--- src/rtl/regfile_dump_if.sv ---
// Byte stream handshake between the register dump engine and its transmitter.
// master drives tx_data/tx_valid, slave returns tx_ready.
interface regfile_dump_if;
  logic [7:0] tx_data;
  logic       tx_valid;
  logic       tx_ready;

  modport master (
    output tx_data,
    output tx_valid,
    input  tx_ready
  );

  modport slave (
    input  tx_data,
    input  tx_valid,
    output tx_ready
  );
endinterface

--- src/rtl/regfile_dump.sv ---
// Register bank debug dump: walks a register range, streams each word MSB first.
// Option REGFILE_DUMP_ADDR_EN prefixes every word with an address byte.
module regfile_dump #(
  parameter int ADDR_W = 5,
  parameter int DATA_W = 32
) (
  input  logic              clk,
  input  logic              nrst,
  input  logic              start,
  input  logic [ADDR_W-1:0] first_reg,
  input  logic [ADDR_W-1:0] last_reg,
  output logic [ADDR_W-1:0] rf_raddr,
  input  logic [DATA_W-1:0] rf_rdata,
  regfile_dump_if.master    tx,
  output logic              busy,
  output logic              done
);

  localparam int BYTES = DATA_W / 8;
`ifdef REGFILE_DUMP_ADDR_EN
  localparam int NB = BYTES + 1;
`else
  localparam int NB = BYTES;
`endif
  localparam int SH_W  = NB * 8;
  localparam int CNT_W = (NB > 1) ? $clog2(NB) : 1;

  typedef enum logic [1:0] {
    IDLE,
    READ,
    SEND,
    FIN
  } state_t;

  state_t            state;
  state_t            nxt;
  logic [ADDR_W-1:0] cur;
  logic [ADDR_W-1:0] last;
  logic [SH_W-1:0]   sh;
  logic [CNT_W-1:0]  cnt;
  logic              hs;
  logic              last_byte;
  logic [SH_W-1:0]   load;

  assign hs        = (state == SEND) && tx.tx_ready;
  assign last_byte = (cnt == '0);

`ifdef REGFILE_DUMP_ADDR_EN
  assign load = {8'(cur), rf_rdata};
`else
  assign load = rf_rdata;
`endif

  // Read port follows cur; cur only moves when entering READ.
  assign rf_raddr    = cur;
  assign tx.tx_valid = (state == SEND);
  assign tx.tx_data  = sh[SH_W-1 -: 8];
  assign busy        = (state != IDLE);
  assign done        = (state == FIN);

  // State register.
  always_ff @(posedge clk or negedge nrst) begin
    if (!nrst) state <= IDLE;
    else       state <= nxt;
  end

  // Next-state decode.
  always_comb begin
    nxt = state;
    unique case (state)
      IDLE: if (start) nxt = READ;
      READ: nxt = SEND;
      SEND: begin
        if (hs && last_byte)
          nxt = (cur == last) ? FIN : READ;
      end
      FIN:  nxt = IDLE;
      default: nxt = IDLE;
    endcase
  end

  // Range pointers, snapshot shifter and byte counter.
  always_ff @(posedge clk or negedge nrst) begin
    if (!nrst) begin
      cur  <= '0;
      last <= '0;
      sh   <= '0;
      cnt  <= '0;
    end else begin
      if ((state == IDLE) && start) begin
        cur  <= first_reg;
        last <= last_reg;
      end
      if (state == READ) begin
        sh  <= load;
        cnt <= CNT_W'(NB - 1);
      end
      if (hs) begin
        sh  <= sh << 8;
        cnt <= cnt - 1'b1;
        if (last_byte && (cur != last))
          cur <= cur + 1'b1;
      end
    end
  end

endmodule
--- src/flat_wrapper.sv ---
// flat-port wrapper written by rule: the top's interface ports become plain ports
module regfile_dump_flat 
#(
  parameter int ADDR_W = 5,
  parameter int DATA_W = 32
)
  (clk, nrst, start, first_reg, last_reg, rf_raddr, rf_rdata, busy, done, tx_tx_data, tx_tx_valid, tx_tx_ready);
  regfile_dump_if tx_i ();
  input  logic clk;
  input  logic nrst;
  input  logic start;
  input  logic [ADDR_W-1:0] first_reg;
  input  logic [ADDR_W-1:0] last_reg;
  output logic [ADDR_W-1:0] rf_raddr;
  input  logic [DATA_W-1:0] rf_rdata;
  output logic busy;
  output logic done;
  output wire logic [$bits(tx_i.tx_data)-1:0] tx_tx_data;
  output wire logic [$bits(tx_i.tx_valid)-1:0] tx_tx_valid;
  input wire logic [$bits(tx_i.tx_ready)-1:0] tx_tx_ready;
  assign tx_tx_data = tx_i.tx_data;
  assign tx_tx_valid = tx_i.tx_valid;
  assign tx_i.tx_ready = tx_tx_ready;
  regfile_dump #(.ADDR_W(ADDR_W), .DATA_W(DATA_W)) u_core (.clk(clk), .nrst(nrst), .start(start), .first_reg(first_reg), .last_reg(last_reg), .rf_raddr(rf_raddr), .rf_rdata(rf_rdata), .tx(tx_i), .busy(busy), .done(done));
endmodule
--- config.mk ---
export PLATFORM = sky130hd
export DESIGN_NAME = regfile_dump_flat
export DESIGN_NICKNAME = d
export VERILOG_FILES = /design/src/rtl/regfile_dump_if.sv /design/src/rtl/regfile_dump.sv /design/src/flat_wrapper.sv
export SDC_FILE = /design/constraint.sdc
export NUM_CORES = 1
export LEC_CHECK = 0
export ABC_CLOCK_PERIOD_IN_PS = 2000
export BUFFER_PORTS_ARGS = -buffer_cell sky130_fd_sc_hd__buf_4
export CAP_MARGIN = 20
export CORE_ASPECT_RATIO = 0.7
export CORE_MARGIN = 2
export CORE_UTILIZATION = 45
export CTS_BUF_LIST = sky130_fd_sc_hd__clkbuf_8
export CTS_CLUSTER_SIZE = 24
export DETAILED_ROUTE_END_ITERATION = 16
export GPL_TIMING_DRIVEN = 1
export PLACE_DENSITY = 0.76
export SLEW_MARGIN = 25
export SYNTH_ARGS = -nofsm -noshare
export SYNTH_HDL_FRONTEND = slang
export SYNTH_SLANG_ARGS = --single-unit
export TNS_END_PERCENT = 50
--- constraint.sdc ---
create_clock -name clk -period 2 [get_ports clk]
set_input_delay 0.3 -clock clk [delete_from_list [all_inputs] [get_ports clk]]
set_output_delay 0.3 -clock clk [all_outputs]
set_load 0.005 [all_outputs]
**Yosys cells after proc, flatten, opt, wreduce, memory -nomap -nowiden**

Cells that the tools add are included.

- Word-level logic and storage cells: 34
- Register bits after elaboration: 46
- Input port bits: 46
- Bits in latches: 0
- Output and inout port bits: 16
- ROM bits: 0
- Memory bits (writable): 0
- Memories kept: 0

- Eq/ne operators: 7
- Mux-type cells: 11
- Add/sub/neg operators: 2
- Divide/modulo/power cells: 0
- Shifts and indexed selects: 0
- Magnitude comparators: 0
- $mul: 0
- Bitwise gates (word level): 0
- Reductions and logical operators: 9

Operators by type and width:

| kind | count |
|---|---|
| 32-bit two-way mux | 2 |
| 5-bit two-way mux | 3 |
| 2-bit two-way mux | 5 |
| 2-bit case mux with 4 select lines | 1 |
| 5-bit by 1-bit adder with 5-bit output, second input constant | 1 |
| 5-bit == test | 1 |
| 5-bit != test | 1 |
| 2-bit == test, second input constant | 2 |
| 1-bit logical AND | 4 |
| 2-bit zero test | 2 |
| 2-bit nonzero test | 2 |
| 2-bit by 1-bit == test with 1-bit output, second input constant | 1 |
| 2-bit by 1-bit != test with 1-bit output, second input constant | 1 |
| 2-bit != test, second input constant | 1 |
| 2-bit AND reduction | 1 |
| 2-bit by 1-bit subtractor with 2-bit output, second input constant | 1 |

**Depth between registers and ports, before layout**

- Word-level depth: 5
- Mapped depth: 6
- Depth with buffers taken out: 6

**Worst setup path after synthesis**

OpenSTA, ideal clock, no wires.

- Kind: register to register
- Start point: register u_core.state[1]
- End point: register u_core.cur[1], in the netlist u_core.rf_raddr[1]
- Data required time: 1875 ps
- Arrival time: 1432 ps
- Library setup time: 125 ps
- Cell stages (with the launch flop): 5
- Buffers on the path: 1
- Period minus slack after synthesis: 1557 ps
- Slack: 443 ps
- Cell sequence: dfrtp_1 > or3b_1 > buf_2 > mux2_4 > mux2_2

- Word-level cells in the longest chain between the ends: 5
- Elaborated cells on any way between the ends: 7
- Those cells by class: eq/ne: 1; mux: 3; reduce/logical: 3

Ends and longest elaborated chain:

| element | RTL line | RTL |
|---|---|---|
| start: declaration | regfile_dump.sv:35 | `state_t state;` |
| start signal: assignment | regfile_dump.sv:64 | `else state <= nxt;` |
| 2-bit zero test | regfile_dump.sv:90 | `if ((state == IDLE) && start) begin` |
| 1-bit logical AND | regfile_dump.sv:90 |  |
| 5-bit two-way mux | regfile_dump.sv:90 |  |
| 5-bit two-way mux | regfile_dump.sv:101 | `if (last_byte && (cur != last))` |
| 5-bit two-way mux * | regfile_dump.sv:98 | `if (hs) begin` |
| end signal: assignment | regfile_dump.sv:91 | `cur <= first_reg;` |
| end signal: assignment | regfile_dump.sv:102 | `cur <= cur + 1'b1;` |
| end: declaration | regfile_dump.sv:37 | `logic [ADDR_W-1:0] cur;` |

Mark *: on every way between the ends. The rest lies on a longest branch, timed or not.
A chain may end at the register's enable or synchronous reset.

**Final worst setup path**

- Start point: register u_core.state[1]
- End point: register u_core.cur[0], in the netlist u_core.rf_raddr[0]

Same word-level chain as after synthesis.

==> impl_metrics.csv <==
group,metric,value,unit
run_status,status,"complete, no violations",
synthesis,syn_area,2170,um^2
power,power_leakage,0.00140,uW
timing,hold_violations,0,
place,placed_cell_area,2640,um^2
place,place.gp.congestion,0.789,
setup_path,path_class,"register to register",
floorplanning,num_rows,21,
detailed_routing,drtIter0Drc,146,
timing,tightest_slew,0.572,ns
synthesis,synth_flop_cell,"dfrtp_1",
clocking,h-tree-depth,2,
setup_path,end_kind,"register",
timing,relSlewSlack,61.9,%
clocking,cts_sinks,46,
floorplanning,dieWidth,87.0,um
floorplanning,die_area,5400,um^2
cells_and_area,multi_input_area,890,um^2
clocking,cts_hold_buf,0,
setup_path,crit_fanout,12,
synthesis,syn_nets,278,
clocking,root_buffer,"clkbuf_8",
timing,drv_slew,0,
clocking,clk_pin_slew,0.08,ns
clocking,cts_resized,0,
cells_and_area,finalNetCount,331,
cells_and_area,seq_area,1150,um^2
floorplanning,fp.coreArea,4700,um^2
place,dp_hpwl,3.20,mm
global_route,grtUsageTotal,18.0,%
power,power_density,1370,nW/um^2
detailed_routing,routed_via_density,5.00,
power,peakVddDrop,0.555,mV
cells_and_area,drive_above_1_share,27.6,%
clocking,clk_latency,0.29,ns
cells_and_area,area_growth,25.4,%
global_route,grt_max_degree,47,
place,portBuffers,61,
timing,worst_hold_slack,0.00226,ns
worst_hold_path,holdCritPathClass,"primary input to asynchronous set/reset pin",
synthesis,ys_warn_count,0,
cells_and_area,insertedDiodeCount,0,
detailed_routing,antenna_left,0,
global_route,grt_pass1_wl,7.69,mm
synthesis,synth_edf_count,0,
synthesis,synthDistinctLibCells,35,
timing,tns,0,ns
power,total_power,3720,uW
cells_and_area,largest_register_ffs,32,
synthesis,ys_ff_latch,46,
synthesis,yosysSeqAreaShare,53.0,%
clocking,cts_buffer_depth,2,
global_route,antenna_found_initial,0,
timing,final-setup-viol-count,0,
synthesis,netlist_instances,230,
detailed_routing,drcViolationCount,0,
detailed_routing,wire_per_inst,13.5,um
setup_path,cp.arrival,1.85,ns
setup_path,worst_r2r_path_depth,5,
clocking,cts_setup_buffers,0,
detailed_routing,route.vias.total,1701,
timing,fin_crit_sh,84.1,%
floorplanning,initial_utilization,46.2,%
detailed_routing,finalWirelength,4.59,mm
cells_and_area,postLayoutCellArea,2720,um^2
synthesis,avgSynthCellArea,9.44,um^2
timing,rsz0062_at_grt,"false",
timing,finClkSkew,0.00331,ns
global_route,grt_pass1_vias,1667,
clocking,cts_tree,"built",
clocking,numCtsBuffers,5,
run,maxCapViolations,0,
floorplanning,fp.dieH,62.1,um
setup_path,startpoint_type,"register",
timing,period_needed,1.68,ns
timing,max_freq,594,MHz
detailed_routing,dr.pass1.iters,4,
global_route,overflow,0,
cells_and_area,fill_cells,451,
floorplanning,pin_count,62,
synthesis,synthArstFlopShare,100,%
setup_path,critPathRequiredTime,2.17,ns
[layout make-up]
class | count | area share [%]
sequential | 46 | 42.3
tap | 57 | 2.62
inverter | 6 | 0.828
multi-input combinational | 158 | 32.7
clock inverter | 2 | 0.368
clock buffer | 5 | 2.53
timing repair buffer | 66 | 18.7
[cells in the mapped netlist, types with 2 or more instances]
library cell | count | area (um^2)
xor2_1 | 4 | 35.0
a22oi_1 | 24 | 180
inv_1 | 6 | 22.5
buf_4 | 8 | 60.1
buf_2 | 4 | 20.0
a21oi_1 | 4 | 20.0
o21bai_1 | 3 | 22.5
o21ai_0 | 9 | 45.0
mux2i_1 | 4 | 40.0
clkbuf_1 | 6 | 22.5
dfrtp_1 | 46 | 1150
nor3_1 | 2 | 10.0
nand3_1 | 3 | 15.0
a211oi_1 | 2 | 15.0
ha_1 | 2 | 25.0
nand2_1 | 81 | 304
a211o_1 | 2 | 17.5
buf_1 | 2 | 7.51
nor2_1 | 2 | 7.51
[layer usage]
metal / vias to the layer above / track usage (%) / routed length [um]
li1: 873 / - / -
met1: 787 / 27.8 / 2280
met2: 37 / 24.9 / 2080
met3: 4 / 3.46 / 188
met4: 0 / 7.03 / 31
met5: - / 0 / 0
[through the flow]
stage	cells	worst slack [ns]	util [%]
after floorplan	230	0.443	-
after global placement	333	0.383	56.2
after detailed placement	333	0.344	56.2
after CTS	340	0.329	57.9
after global routing	340	0.201	57.9
final	340	0.318	57.9
[logic make-up (layout without fill, tap and decap cells)]
logic type / count (synthesis) / after routing / share of synthesized area [%]
buffers and inverters: 26 / 79 / 6.11
XOR/XNOR: 5 / 5 / 2.02
adder cells (fa/ha/maj): 2 / 2 / 1.15
multiplexers: 6 / 6 / 3.05
AND/OR/NAND/NOR: 96 / 96 / 18.8
AO/OA/AOI/OAI: 49 / 49 / 15.8
flip-flops: 46 / 46 / 53.0
[critical path, stage by stage, from the launching register on]
cell and delay [ns]:
dfrtp_1 0.45, or3b_1 0.45, buf_4 0.21, o211a_1 0.21, a31oi_1 0.14, o211ai_1 0.10
[cell usage in the layout, fill, tap and decap left out, drive strengths merged, types with 2 or more instances in the layout]
master   n
nor3     2
mux2i    4
clkinv   2
o21bai   3
nor2     2
nand3    3
buf     66
dfrtp   46
mux2     2
nand2   81
clkbuf   5
a211o    2
a211oi   2
o21ai    9
ha       2
inv      6
xor2     4
a21oi    4
a22oi   24
[power by group]
group,switching [uW],internal [uW],leakage [uW]
clock network,295,235,0.0000438
logic,815,734,0.000784
registers,299,1350,0.000574
total,1410,2310,0.00140
[final timing paths]
path,startpoint,to,slack (ns)
max in group asynchronous,nrst,u_core.rf_raddr[3],1.61
worst min register to register,u_core.cnt[0],u_core.cnt[0],0.48
min in group clk,last_reg[4],u_core.last[4],0.20
worst max register to register,u_core.state[1],u_core.rf_raddr[0],0.32
worst max-delay path,u_core.state[1],u_core.rf_raddr[0],0.32
worst min-delay path,nrst,u_core.sh[29],0.002
Power figures use the tool's default switching activity.
